**config.mk**
```make
export PLATFORM = sky130hd
export DESIGN_NAME = func_param
export DESIGN_NICKNAME = d
export VERILOG_FILES = /design/src/rtl/func_param.sv
export SDC_FILE = /design/constraint.sdc
export NUM_CORES = 1
export LEC_CHECK = 0
export BUFFER_PORTS_ARGS = -buffer_cell sky130_fd_sc_hd__buf_2
export CAP_MARGIN = 0
export CORE_UTILIZATION = 55
export DETAILED_ROUTE_END_ITERATION = 10
export HOLD_SLACK_MARGIN = 0.12
export PLACE_DENSITY = 0.74
export SYNTH_ARGS = -nofsm -noshare
export SYNTH_HDL_FRONTEND = slang
export SYNTH_SLANG_ARGS = --single-unit
```
**constraint.sdc**
```tcl
create_clock -name clk_i -period 5.6 [get_ports clk_i]
set_clock_uncertainty 0.2 [all_clocks]
set_input_delay 0.56 -clock clk_i [delete_from_list [all_inputs] [get_ports clk_i]]
set_output_delay 0.56 -clock clk_i [all_outputs]
set_load 0.01 [all_outputs]
```
**src/rtl/func_param.sv**
```systemverilog
// Computes y = a^3 + isqrt(b) (mode 0) or y = a^2 + isqrt(b) (mode 1) for W-bit operands,
// using one sequential shift-add multiplier and a digit-by-digit square root running alongside it.
module func_param #(
  parameter int W = 8
) (
  input  logic           clk_i,
  input  logic           rst_i,
  input  logic           start_i,
  input  logic           mode_i,
  input  logic [W-1:0]   a_i,
  input  logic [W-1:0]   b_i,
  output logic           busy_o,
  output logic           valid_o,
  output logic [3*W-1:0] y_o
);

  localparam int H  = W / 2;
  localparam int RW = H + 3;
  localparam int CW = $clog2(W + 1);

  typedef enum logic [1:0] {
    IDLE,
    MUL1,
    MUL2,
    ADD
  } state_t;

  state_t state, state_next;

  logic [W-1:0]   a_q;
  logic           mode_q;
  logic [3*W-1:0] mcand;
  logic [W-1:0]   mplier;
  logic [3*W-1:0] acc;
  logic [CW-1:0]  cnt;

  logic [W-1:0]   bsh;
  logic [RW-1:0]  rem;
  logic [H-1:0]   root;
  logic [CW-1:0]  scnt;

  logic [3*W-1:0] step_sum;
  logic           mul_last;
  logic [RW-1:0]  rem_t;
  logic [RW-1:0]  trial;
  logic           fits;
  logic           sqrt_run;

  // Datapath helpers: one shift-add step and one root digit per cycle.
  always_comb begin
    step_sum = acc + (mplier[0] ? mcand : '0);
    mul_last = (cnt == CW'(W - 1));
    rem_t    = (rem << 2) | RW'(bsh[W-1:W-2]);
    trial    = {1'b0, root, 2'b01};
    fits     = (rem_t >= trial);
    sqrt_run = (scnt < CW'(H));
  end

  // NOTE: every signal driven in always_comb gets a default first, so no path can infer a latch.
  always_comb begin
    state_next = state;
    case (state)
      IDLE: if (start_i) state_next = MUL1;
      MUL1: if (mul_last) state_next = mode_q ? ADD : MUL2;
      MUL2: if (mul_last) state_next = ADD;
      ADD:  state_next = IDLE;
      default: state_next = IDLE;
    endcase
  end

  assign busy_o = (state != IDLE);

  // NOTE: all state here uses non-blocking assignments so every register samples pre-edge values.
  always_ff @(posedge clk_i) begin
    if (rst_i) begin
      state   <= IDLE;
      valid_o <= 1'b0;
      y_o     <= '0;
      a_q     <= '0;
      mode_q  <= 1'b0;
      mcand   <= '0;
      mplier  <= '0;
      acc     <= '0;
      cnt     <= '0;
      bsh     <= '0;
      rem     <= '0;
      root    <= '0;
      scnt    <= '0;
    end else begin
      state   <= state_next;
      valid_o <= 1'b0;

      case (state)
        IDLE: begin
          if (start_i) begin
            a_q    <= a_i;
            mode_q <= mode_i;
            mcand  <= {{(2*W){1'b0}}, a_i};
            mplier <= a_i;
            acc    <= '0;
            cnt    <= '0;
            bsh    <= b_i;
            rem    <= '0;
            root   <= '0;
            scnt   <= '0;
          end
        end
        MUL1, MUL2: begin
          if (mul_last && state == MUL1 && !mode_q) begin
            // a*a becomes the multiplicand for the second pass against a.
            mcand  <= step_sum;
            mplier <= a_q;
            acc    <= '0;
            cnt    <= '0;
          end else begin
            acc    <= step_sum;
            mcand  <= mcand << 1;
            mplier <= mplier >> 1;
            cnt    <= cnt + CW'(1);
          end
        end
        ADD: begin
          y_o     <= acc + {{(3*W-H){1'b0}}, root};
          valid_o <= 1'b1;
        end
        default: ;
      endcase

      // Root engine runs from accept for H cycles, then holds its result until ADD.
      if (state != IDLE && sqrt_run) begin
        rem  <= fits ? (rem_t - trial) : rem_t;
        root <= {root[H-2:0], fits};
        bsh  <= {bsh[W-3:0], 2'b00};
        scnt <= scnt + CW'(1);
      end
    end
  end

endmodule

```
# After elaboration in Yosys (flattened, before gate mapping)
# Cells that the tools add are included.
[totals]
regBits = 117
wordCells = 73
latchBits = 0
n_memories = 0
out_inout_bits = 26
input_bits = 20
ram_bits = 0
mem_bits_ro = 0
[op_classes]
add_sub_neg = 5
eq_ne = 7
n_div = 0
reduce_logical = 15
shift = 0
bitwise_logic = 1
multipliers = 0
magnitude_cmp = 2
mux = 29
[ops]
columns = ["operator", "count"]
rows = [
  ["24-bit two-way mux", 5],
  ["24-bit one-hot mux with 2 select lines", 2],
  ["8-bit two-way mux", 5],
  ["24-bit adder", 1],
  ["24-bit by 4-bit adder with 24-bit output", 1],
  ["4-bit two-way mux", 5],
  ["5-bit two-way mux", 4],
  ["8-bit one-hot mux with 2 select lines", 1],
  ["4-bit by 1-bit adder with 4-bit output, second input constant", 2],
  ["2-bit one-hot mux with 4 select lines", 1],
  ["4-bit one-hot mux with 2 select lines", 1],
  ["2-bit nonzero test", 4],
  ["7-bit by 6-bit greater-or-equal comparator with 1-bit output", 1],
  ["7-bit by 2-bit bitwise OR with 7-bit output", 1],
  ["2-bit two-way mux", 3],
  ["2-bit != test, second input constant", 3],
  ["2-bit AND reduction", 3],
  ["5-bit subtractor", 1],
  ["2-bit equality test, second input constant", 2],
  ["4-bit by 3-bit equality test with 1-bit output, second input constant", 1],
  ["4-bit by 3-bit < comparator with 1-bit output, second input constant", 1],
  ["2-bit OR reduction", 2],
  ["1-bit logical AND", 3],
  ["3-bit AND reduction", 1],
  ["other kinds (4)", 5],
]

# Depth between registers and ports, before layout
# Gate-level depths: netlist of run 1.
[depth]
word_depth = 5
mapped_depth = 11
mapped_depth_nobuf = 9

# Worst setup path after synthesis of run 1
# OpenSTA, ideal clock, no wires.
[synth_timing]
kind = "flip-flop to flip-flop"
from = "reg mplier[0]"
to = "reg mcand[14]"
n_path_buf = 1
period_less_slack_ps = 2862
required_ps = 5262
path_slack_ps = 2738
setup_time_ps = 138
t_arrival_ps = 2524
path_stages_with_launch = 11
path_cell_list = "dfxtp_1 > clkbuf_1 > and2_1 > ha_1 > fa_1 > a21oi_1 > o211a_1 > or4_4 > a21boi_0 > mux2i_1 > o221ai_1"
[synth_between]
elab_chain_cells = 4
[synth_rtl]
columns = ["element", "line", "text"]
rows = [
  ["from (decl)", "33", "logic [W-1:0] mplier;"],
  ["from (signal assigned)", "99", "mplier <= a_i;"],
  ["from (signal assigned)", "112", "mplier <= a_q;"],
  ["from (signal assigned)", "118", "mplier <= mplier >> 1;"],
  ["24-bit two-way mux", "51", "step_sum = acc + (mplier[0] ? mcand : '0);"],
  ["24-bit adder", "51", ""],
  ["24-bit two-way mux", "109", "if (mul_last && state == MUL1 && !mode_q) begin"],
  ["24-bit one-hot mux with 2 select lines", "93", "case (state)"],
  ["to (signal assigned)", "98", "mcand <= {{(2*W){1'b0}}, a_i};"],
  ["to (signal assigned)", "111", "mcand <= step_sum;"],
  ["to (signal assigned)", "117", "mcand <= mcand << 1;"],
  ["to (decl)", "32", "logic [3*W-1:0] mcand;"],
]
# No other way between the ends.
# A chain may end at the register's enable or synchronous reset.

# Final worst setup path of run 1
# Same ends and word-level chain as after synthesis.

==> flow_summary.json, run 1 <==
{
  "hold_end": "mode_q",
  "netlist_instances": 851,
  "r2r-end": "mcand[14]",
  "yosys_warnings": 0,
  "grt_overflow": 0,
  "syn_nets": 912,
  "ys_ff_latch": 117,
  "hold_viol": 0,
  "tightestPinTransition_ns": 0.852,
  "cts_root_buffer": "clkbuf_16",
  "n_antenna_cell": 0,
  "rr_worst_depth": 9,
  "syn_avg_cell_area_um2": 8.05,
  "hp-start": "mode_i",
  "postRouteAntennaNets": 0,
  "r2r-start": "mplier[0]",
  "final_layout_size_suffix_gt1_share_pct": 10.7,
  "fin_nets": 933,
  "die_area_um2": 12900,
  "dr.pass1.iters": 5,
  "syn-cell-area_um2": 6850,
  "rrSetupSlack_ns": 2.21,
  "status": "finished, final reports clean",
  "seqPwrFrac_pct": 33.7,
  "clkSinkCount": 117,
  "arrival_ns": 3.46,
  "yosysUniqueCellTypes": 64,
  "start_util_pct": 56.8,
  "clkLatencyLatePin_ns": 0.41,
  "num_rows": 40,
  "synth_area_leader_cell": "dfxtp_1",
  "tns_ns": 0,
  "path_buf_inv": 0,
  "synth_edf_count": 0,
  "p_per_area_nw_per_um2": 417,
  "cp_top_family": "flip-flops",
  "period_needed_ns": 3.39,
  "dp.final_hpwl_um": 12000,
  "mostFrequentLayoutCell": "dfxtp_1",
  "netSwitchingPower_uw": 1170,
  "core_area_um2": 12100,
  "synth_seq_area_share_pct": 34.2,
  "cts_tree": "built",
  "finalWorstSetupSlack_ns": 2.21,
  "chipHeight_um": 114,
  "place_congestion": 0.881,
  "vias": 6351,
  "drtIter0Drc": 622,
  "vdd_drop_max_v": 0.000250,
  "port_buffers": 45,
  "postSynth.asyncResetShare_pct": 0,
  "drv_slew": 0,
  "min_path_type": "in2reg",
  "switching_share_pct": 36.3,
  "path_cells": "and2_1, ha_1, fa_1, a21oi_1, o211a_1, or4_4, a21boi_0, mux2i_1, o221ai_1",
  "clkTransAtPathRegs_ns": 0.05,
  "yosys.area.top_type_share_pct": 34.2,
  "avgViaCountPerCell": 6.04,
  "p_leak_uw": 0.00305,
  "clk_path_buf_depth": 2,
  "fillCellCount": 1017,
  "drc": 0,
  "antenna_found_initial": 0,
  "multiInputGateArea_um2": 4230,
  "hold_depth": 3,
  "start_kind": "register",
  "avgRoutedWirePerCell_um": 16.5,
  "track_usage_pct": 28.0,
  "grt_max_degree": 52,
  "cap_violations": 0,
  "post_cts_buffers": 0,
  "ctsResizeCount": 0,
  "final_cell_mix": "117 x dfxtp_1, 100 x nand2_1, 82 x nor2_1, 67 x a21oi_1, 45 x buf_2",
  "numCtsBuffers": 17,
  "grt_pass1_vias": 5933,
  "ctsHoldBuffers": 0,
  "area_growth_syn_to_layout_pct": 13.3,
  "p_int_uw": 2060,
  "p_comb_share_pct": 32.7,
  "grt_pass1_wl_um": 28700,
  "rsz0062_at_grt": "false",
  "preCtsSetupSlack_ns": 2.27,
  "clockPowerShare_pct": 33.6,
  "synthFlopType": "dfxtp_1",
  "drt_wl_total_um": 17400,
  "crit_path_max_fanout": 25,
  "critPathSlowestCell": "dfxtp_1",
  "h-tree-depth": 4,
  "finalSetupViolations": 0,
  "setup.worst_path.end_class": "register",
  "worstSetupPathType": "reg2reg",
  "required_ns": 5.67,
  "synth_area_leaders": "dfxtp_1 34%, ha_1 7.1%, nand2_1 5.5%",
  "ioPinCount": 46,
  "cp_slowest_stage_delay_ns": 0.80,
  "relSlewSlack_pct": 43.2,
  "die_w_um": 114,
  "seqCellArea_um2": 2340,
  "fin_crit_sh_pct": 60.5,
  "max_freq_ghz": 0.295
}
-- cell usage after synthesis (14+ instances only) --
library cell and instances:
dfxtp_1 117, nand2_1 100, nor2_1 82, a21oi_1 67, clkbuf_1 46, ha_1 39, o21ai_0 33, a22oi_1 32
and2_1 31, a211oi_1 27, nand3_1 27, inv_1 21, xor2_1 19, mux2i_1 18, xnor2_1 17, nand4_1 15
nor3_1 14
-- worst min-delay path: stages --
cell and delay [ns]:
buf_2 0.10, nand2_1 0.04, a21oi_1 0.05
-- area by class of cell --
type	count	area share [%]
multi-input combinational	659	54.6
sequential	117	30.2
clock buffer	21	5.93
timing repair buffer	55	3.87
tap	168	2.71
clock inverter	10	1.68
inverter	22	1.06
-- power by group through the flow --
stage / registers, uW / logic (uW) / clock network [uW]
5_1_grt: 1110 / 1160 / 1140
3_3_place_gp: 1100 / 1000 / 0
2_1_floorplan: 1070 / 801 / 0
4_1_cts: 1090 / 1050 / 1100
3_5_place_dp: 1100 / 1040 / 0
6_report: 1090 / 1060 / 1090
-- routing by layer --
| layer | GRT usage, % | wire (um) |
|---|---|---|
| met1 | 36.8 | 7820 |
| met2 | 45.5 | 8130 |
| met3 | 6.43 | 1260 |
| met4 | 8.86 | 183 |
| met5 | 0 | 0 |
-- registers in the layout (all words and copies together) (netlist names), 2 cells and up --
register  flops
acc          24
mcand        24
y_o          24
a_q           8
bsh           8
mplier        8
rem           5
cnt           4
root          4
scnt          4
state         2
-- cell families after synthesis --
group	after synthesis	share of synthesized area (%)
flops	117	34.2
compound gates	250	24.8
mux	19	2.80
fa+ha+maj	41	7.71
simple gates	313	21.7
xor+xnor	36	4.60
buf+inv	75	4.17
-- worst max-delay path by stage --
stage	startpoint	slack [ns]	depth (start not counted)	end
final	mplier[0]	2.21	9	mcand[14]
after global routing	mplier[0]	1.95	9	mcand[14]
after CTS	mplier[0]	2.27	9	mcand[14]
after detailed placement	mplier[0]	2.27	9	mcand[14]
after global placement	mplier[0]	2.36	8	mcand[14]
after floorplan	mplier[0]	2.74	10	mcand[14]
-- metrics by stage --
stage / std cells / hold WS [ns] / utilization, % / cell area (um^2) / total power, uW
after global placement: 1021 / 0.242 / 59.4 / 7170 / 2100
final: 1052 / 0.185 / 64.3 / 7760 / 3230
after global routing: 1052 / 0.188 / 64.3 / 7760 / 3410
after floorplan: 851 / 0.232 / - / 6850 / 1870
after detailed placement: 1021 / 0.247 / 59.4 / 7170 / 2140
after CTS: 1052 / 0.177 / 64.3 / 7760 / 3230
No activity file was read; power rests on OpenSTA's default activity.
==> run 2, diff against run 1 <==
==> constraint.sdc (replaced) <==
create_clock -name clk_i -period 3.5 [get_ports clk_i]
set_clock_uncertainty 0.2 [all_clocks]
set_input_delay 0.35 -clock clk_i [delete_from_list [all_inputs] [get_ports clk_i]]
set_output_delay 0.35 -clock clk_i [all_outputs]
set_load 0.01 [all_outputs]
==> run 2 against run 1 <==
Effect of this change: wire length up 5.2%; die area stayed put; first-iteration DRC count rose by 5.0%; utilization is 2.6 points higher; largest power group is now the clock network; highest routed layer unchanged; hold slack gained 0.065 ns; largest cell class unchanged; maximum frequency grew 10%; non-clock buffer count is 23 higher; combinational power up 70%; critical path depth is the same; sequential power up 57%.
==> flow_summary.json, run 2 (synthesis results as in run 1) <==
{
  "area_growth_syn_to_layout_pct": 18.0,
  "grt_max_degree": 98,
  "num_rows": 40,
  "tightestPinTransition_ns": 0.772,
  "n_antenna_cell": 0,
  "ioPinCount": 46,
  "max_freq_ghz": 0.325,
  "hold_viol": 0,
  "arrival_ns": 3.15,
  "vdd_drop_max_v": 0.000361,
  "status": "finished, final reports clean",
  "period_needed_ns": 3.08,
  "required_ns": 3.57,
  "core_area_um2": 12100,
  "place_congestion": 0.898,
  "drt_wl_total_um": 18300,
  "final_layout_size_suffix_gt1_share_pct": 11.5,
  "seqPwrFrac_pct": 31.6,
  "chipHeight_um": 114,
  "drv_slew": 0,
  "avgRoutedWirePerCell_um": 17.0,
  "finalSetupViolations": 0,
  "vias": 6559,
  "setup.worst_path.end_class": "register",
  "numCtsBuffers": 17,
  "netSwitchingPower_uw": 1900,
  "postRouteAntennaNets": 0,
  "reg_top3": "acc: 24 flops, mcand: 24 flops, y_o: 24 flops",
  "cts_root_buffer": "clkbuf_16",
  "mostFrequentLayoutCell": "dfxtp_1",
  "p_comb_share_pct": 33.1,
  "grt_pass1_wl_um": 30300,
  "p_per_area_nw_per_um2": 671,
  "preCtsSetupSlack_ns": 0.616,
  "clkSinkCount": 117,
  "fin_crit_sh_pct": 88.0,
  "worstSetupPathType": "reg2reg",
  "place_area_um2": 7240,
  "grt_overflow": 0,
  "clkLatencyLatePin_ns": 0.41,
  "clkTransAtPathRegs_ns": 0.05,
  "min_path_type": "in2reg",
  "fin_nets": 956,
  "stdcell_area_um2": 8080,
  "dr.pass1.iters": 5,
  "port_buffers": 45,
  "track_usage_pct": 29.5,
  "rsz0062_at_grt": "false",
  "relSlewSlack_pct": 48.5,
  "clk_path_buf_depth": 2,
  "die_area_um2": 12900,
  "crit_path_max_fanout": 24,
  "grt_pass1_vias": 6281,
  "hold_ws_ns": 0.249,
  "h-tree-depth": 4,
  "drc": 0,
  "dp.final_hpwl_um": 12700,
  "antenna_found_initial": 0,
  "switching_share_pct": 35.1,
  "drtIter0Drc": 653,
  "finalWorstSetupSlack_ns": 0.421,
  "final_cell_mix": "117 x dfxtp_1, 100 x nand2_1, 82 x nor2_1, 67 x a21oi_1, 45 x buf_2",
  "clockPowerShare_pct": 35.3,
  "p_int_uw": 3520,
  "cap_violations": 0,
  "cts_tree": "built",
  "ctsResizeCount": 0,
  "avgViaCountPerCell": 6.10,
  "die_w_um": 114,
  "start_util_pct": 56.8,
  "start_kind": "register",
  "p_leak_uw": 0.00320,
  "total_power_uw": 5420,
  "tns_ns": 0
}
run 2: cell types whose count changed in the layout (fill, tap and decap cells not counted), sizes merged:
cell and change:
dlygate4sd3 +17, buf +6, clkbuf +6, clkinv -4, clkinvlp -1
run 2: through the flow:
step,cells,utilization (%)
finish,1076,67.0
global route,1076,67.0
global placement,1027,60.0
floorplan,851,-
detailed placement,1027,60.0
CTS,1076,67.0
run 2: power by group through the flow:
stage	Sequential, uW	Combinational, uW	Clock [uW]
floorplan	1710	1280	0
global placement	1720	1670	0
detailed placement	1730	1750	0
CTS	1710	1780	1940
global route	1740	1980	1990
finish	1710	1800	1910
run 2: cell type report:
type | count | area [um^2]
multi-input combinational | 659 | 4230
fill | 957 | 3980
sequential | 117 | 2340
clock buffer | 27 | 563
timing repair buffer | 78 | 541
tap | 168 | 210
clock inverter | 5 | 106
inverter | 22 | 82.6
run 2: what timing repair did:
action	CTS	global route
buffers inserted	0	0
hold buffers	17	0
endpoints found under the hold margin	18	0
run 2: critical path, stage by stage, from the launching register on:
cell and delay, ns:
dfxtp_1 0.30, buf_4 0.20, and2_1 0.16, ha_1 0.36
a21oi_1 0.11, o211a_1 0.26, or4_4 0.54, a21boi_0 0.30
mux2i_1 0.34, o221ai_1 0.16
run 2: metal layers:
layer | vias to the layer above | global-route usage [%] | wire length (um)
met3 | 44 | 5.63 | 1300
li1 | 3174 | - | -
met5 | - | 0 | 0
met2 | 256 | 48.3 | 8600
met1 | 3085 | 38.0 | 8010
met4 | 0 | 12.8 | 403
run 2: path summary, 6_finish.rpt:
kind | startpoint | end | slack [ns] | cells past startpoint
worst max register to register | mplier[0] | mcand[14] | 0.42 | 9
worst max-delay path | mplier[0] | mcand[14] | 0.42 | 9
worst min register to register | bsh[4] | bsh[4] | 0.26 | 2
worst min-delay path | rst_i | y_o[0] | 0.25 | 3
==> run 3, diff against run 2 <==
--- a/config.mk
+++ b/config.mk
@@ -7,7 +7,9 @@
 export LEC_CHECK = 0
 export BUFFER_PORTS_ARGS = -buffer_cell sky130_fd_sc_hd__buf_2
 export CAP_MARGIN = 0
+export CORE_ASPECT_RATIO = 0.9
 export CORE_UTILIZATION = 55
+export CTS_CLUSTER_DIAMETER = 40
 export DETAILED_ROUTE_END_ITERATION = 10
 export HOLD_SLACK_MARGIN = 0.12
 export PLACE_DENSITY = 0.74
==> run 3 against run 2 <==
Effect of this change: clock power fell by 6%; via count fell by 0.69%; sequential share of layout area is 0.28 points higher; hold slack got worse by 0.077 ns; utilization down 0.73 points; wire length shrank 0.74%; cell count is 0.93% lower; die area about the same; sequential cell count did not move; maximum frequency increased by 4.2%; highest routed layer unchanged.
==> flow_summary.json, run 3 (synthesis results as in run 1) <==
{
  "crit_path_max_fanout": 23,
  "start_util_pct": 56.7,
  "period_needed_ns": 2.96,
  "area_growth_syn_to_layout_pct": 16.8,
  "hold_ws_ns": 0.172,
  "multiInputGateArea_um2": 4230,
  "critPathSlowestCell": "or4_4",
  "path_cells": "buf_4, and2_1, ha_1, a21oi_1, o211a_1, or4_4, a21o_1, and3b_1, o31ai_1",
  "postRouteAntennaNets": 0,
  "rr_worst_depth": 9,
  "dp.final_hpwl_um": 12500,
  "min_path_type": "in2reg",
  "hold_viol": 0,
  "required_ns": 3.62,
  "ioPinCount": 46,
  "p_per_area_nw_per_um2": 664,
  "finalWorstSetupSlack_ns": 0.543,
  "drt_wl_total_um": 18200,
  "final_layout_size_suffix_gt1_share_pct": 11.0,
  "fin_nets": 955,
  "rrSetupSlack_ns": 0.54,
  "antenna_found_initial": 0,
  "fillCellCount": 1009,
  "hold_depth": 2,
  "n_antenna_cell": 0,
  "tns_ns": 0,
  "numCtsBuffers": 17,
  "avgViaCountPerCell": 6.11,
  "num_rows": 38,
  "dp.cells": 1018,
  "clkTransAtPathRegs_ns": 0.05,
  "mostFrequentLayoutCell": "dfxtp_1",
  "drc": 0,
  "vdd_drop_max_v": 0.000448,
  "reg_top3": "acc: 24 flops, mcand: 24 flops, y_o: 24 flops",
  "path_buf_inv": 1,
  "chipHeight_um": 108,
  "cp_top_family": "simple AND/OR/NAND/NOR gates",
  "arrival_ns": 3.07,
  "stdcell_area_um2": 8000,
  "grt_overflow": 0,
  "status": "finished, final reports clean",
  "post_cts_buffers": 0,
  "finalSetupViolations": 0,
  "max_freq_ghz": 0.338,
  "place_area_um2": 7220,
  "ctsResizeCount": 0,
  "grt_max_degree": 82,
  "clk_path_buf_depth": 2,
  "setup.worst_path.end_class": "register",
  "grt_pass1_wl_um": 30100,
  "drtIter0Drc": 547,
  "ctsHoldBuffers": 17,
  "dr.pass1.iters": 6,
  "worstSetupPathType": "reg2reg",
  "track_usage_pct": 29.8,
  "fin_cells": 1066,
  "grt_pass1_vias": 6184,
  "cp.depth": 9,
  "relSlewSlack_pct": 52.1,
  "start_kind": "register",
  "h-tree-depth": 4,
  "cap_violations": 0,
  "drv_slew": 0,
  "die_area_um2": 12900,
  "clkLatencyLatePin_ns": 0.42,
  "seqCellArea_um2": 2340,
  "cp_slowest_stage_delay_ns": 0.56,
  "port_buffers": 45,
  "p_leak_uw": 0.00317,
  "preCtsSetupSlack_ns": 0.558,
  "clkSinkCount": 117,
  "place_congestion": 0.934,
  "vias": 6514,
  "die_w_um": 120,
  "rsz0062_at_grt": "false",
  "fin_crit_sh_pct": 84.5,
  "avgRoutedWirePerCell_um": 17.0,
  "core_area_um2": 12100,
  "cts_tree": "built",
  "cts_root_buffer": "clkbuf_16",
  "tightestPinTransition_ns": 0.719,
  "final_cell_mix": "117 x dfxtp_1, 100 x nand2_1, 82 x nor2_1, 67 x a21oi_1, 45 x buf_2"
}
## run 3: area by class of cell
class,count,area share [%]
Sequential cell,117,29.3
Tap cell,160,2.50
Inverter,22,1.03
Multi-Input combinational cell,659,52.9
Clock inverter,8,1.52
Clock buffer,23,6.10
Timing Repair Buffer,77,6.66
## run 3: worst paths after layout
path / start / endpoint
worst max-delay path: mplier[0] / acc[18]
worst min-delay path: rst_i / acc[3]
worst max register to register: mplier[0] / acc[18]
worst min register to register: a_q[4] / a_q[4]
## run 3: power breakdown
part,internal (uW),switching [uW]
Sequential,1560,158
Clock,1190,598
Combinational,649,1160
Total,3400,1910
## run 3: worst register-to-register path: cells and delay by family, from the launching register on
kind                       cells  cell delay [ns]
DFF                            1             0.31
and+or+nand+nor                3             0.91
adders and majority gates      1             0.36
buffers and inverters          1             0.21
AOI/OAI and AO/OA              4             0.86
## run 3: metrics by stage
step	util (%)	total power, uW
2_1_floorplan	-	3000
3_3_place_gp	59.8	3410
3_5_place_dp	59.8	3490
4_1_cts	66.2	5300
5_1_grt	66.2	5610
6_report	66.2	5310
## run 3: metal layers
layer  up-vias  global-route usage [%]  share of wire (%)
li1       3177                       -                  -
met1      3032                    39.1                 45
met2       267                    46.4                 45
met3        38                    6.99                7.7
met4         0                    13.3                1.9
met5         -                       0                  0
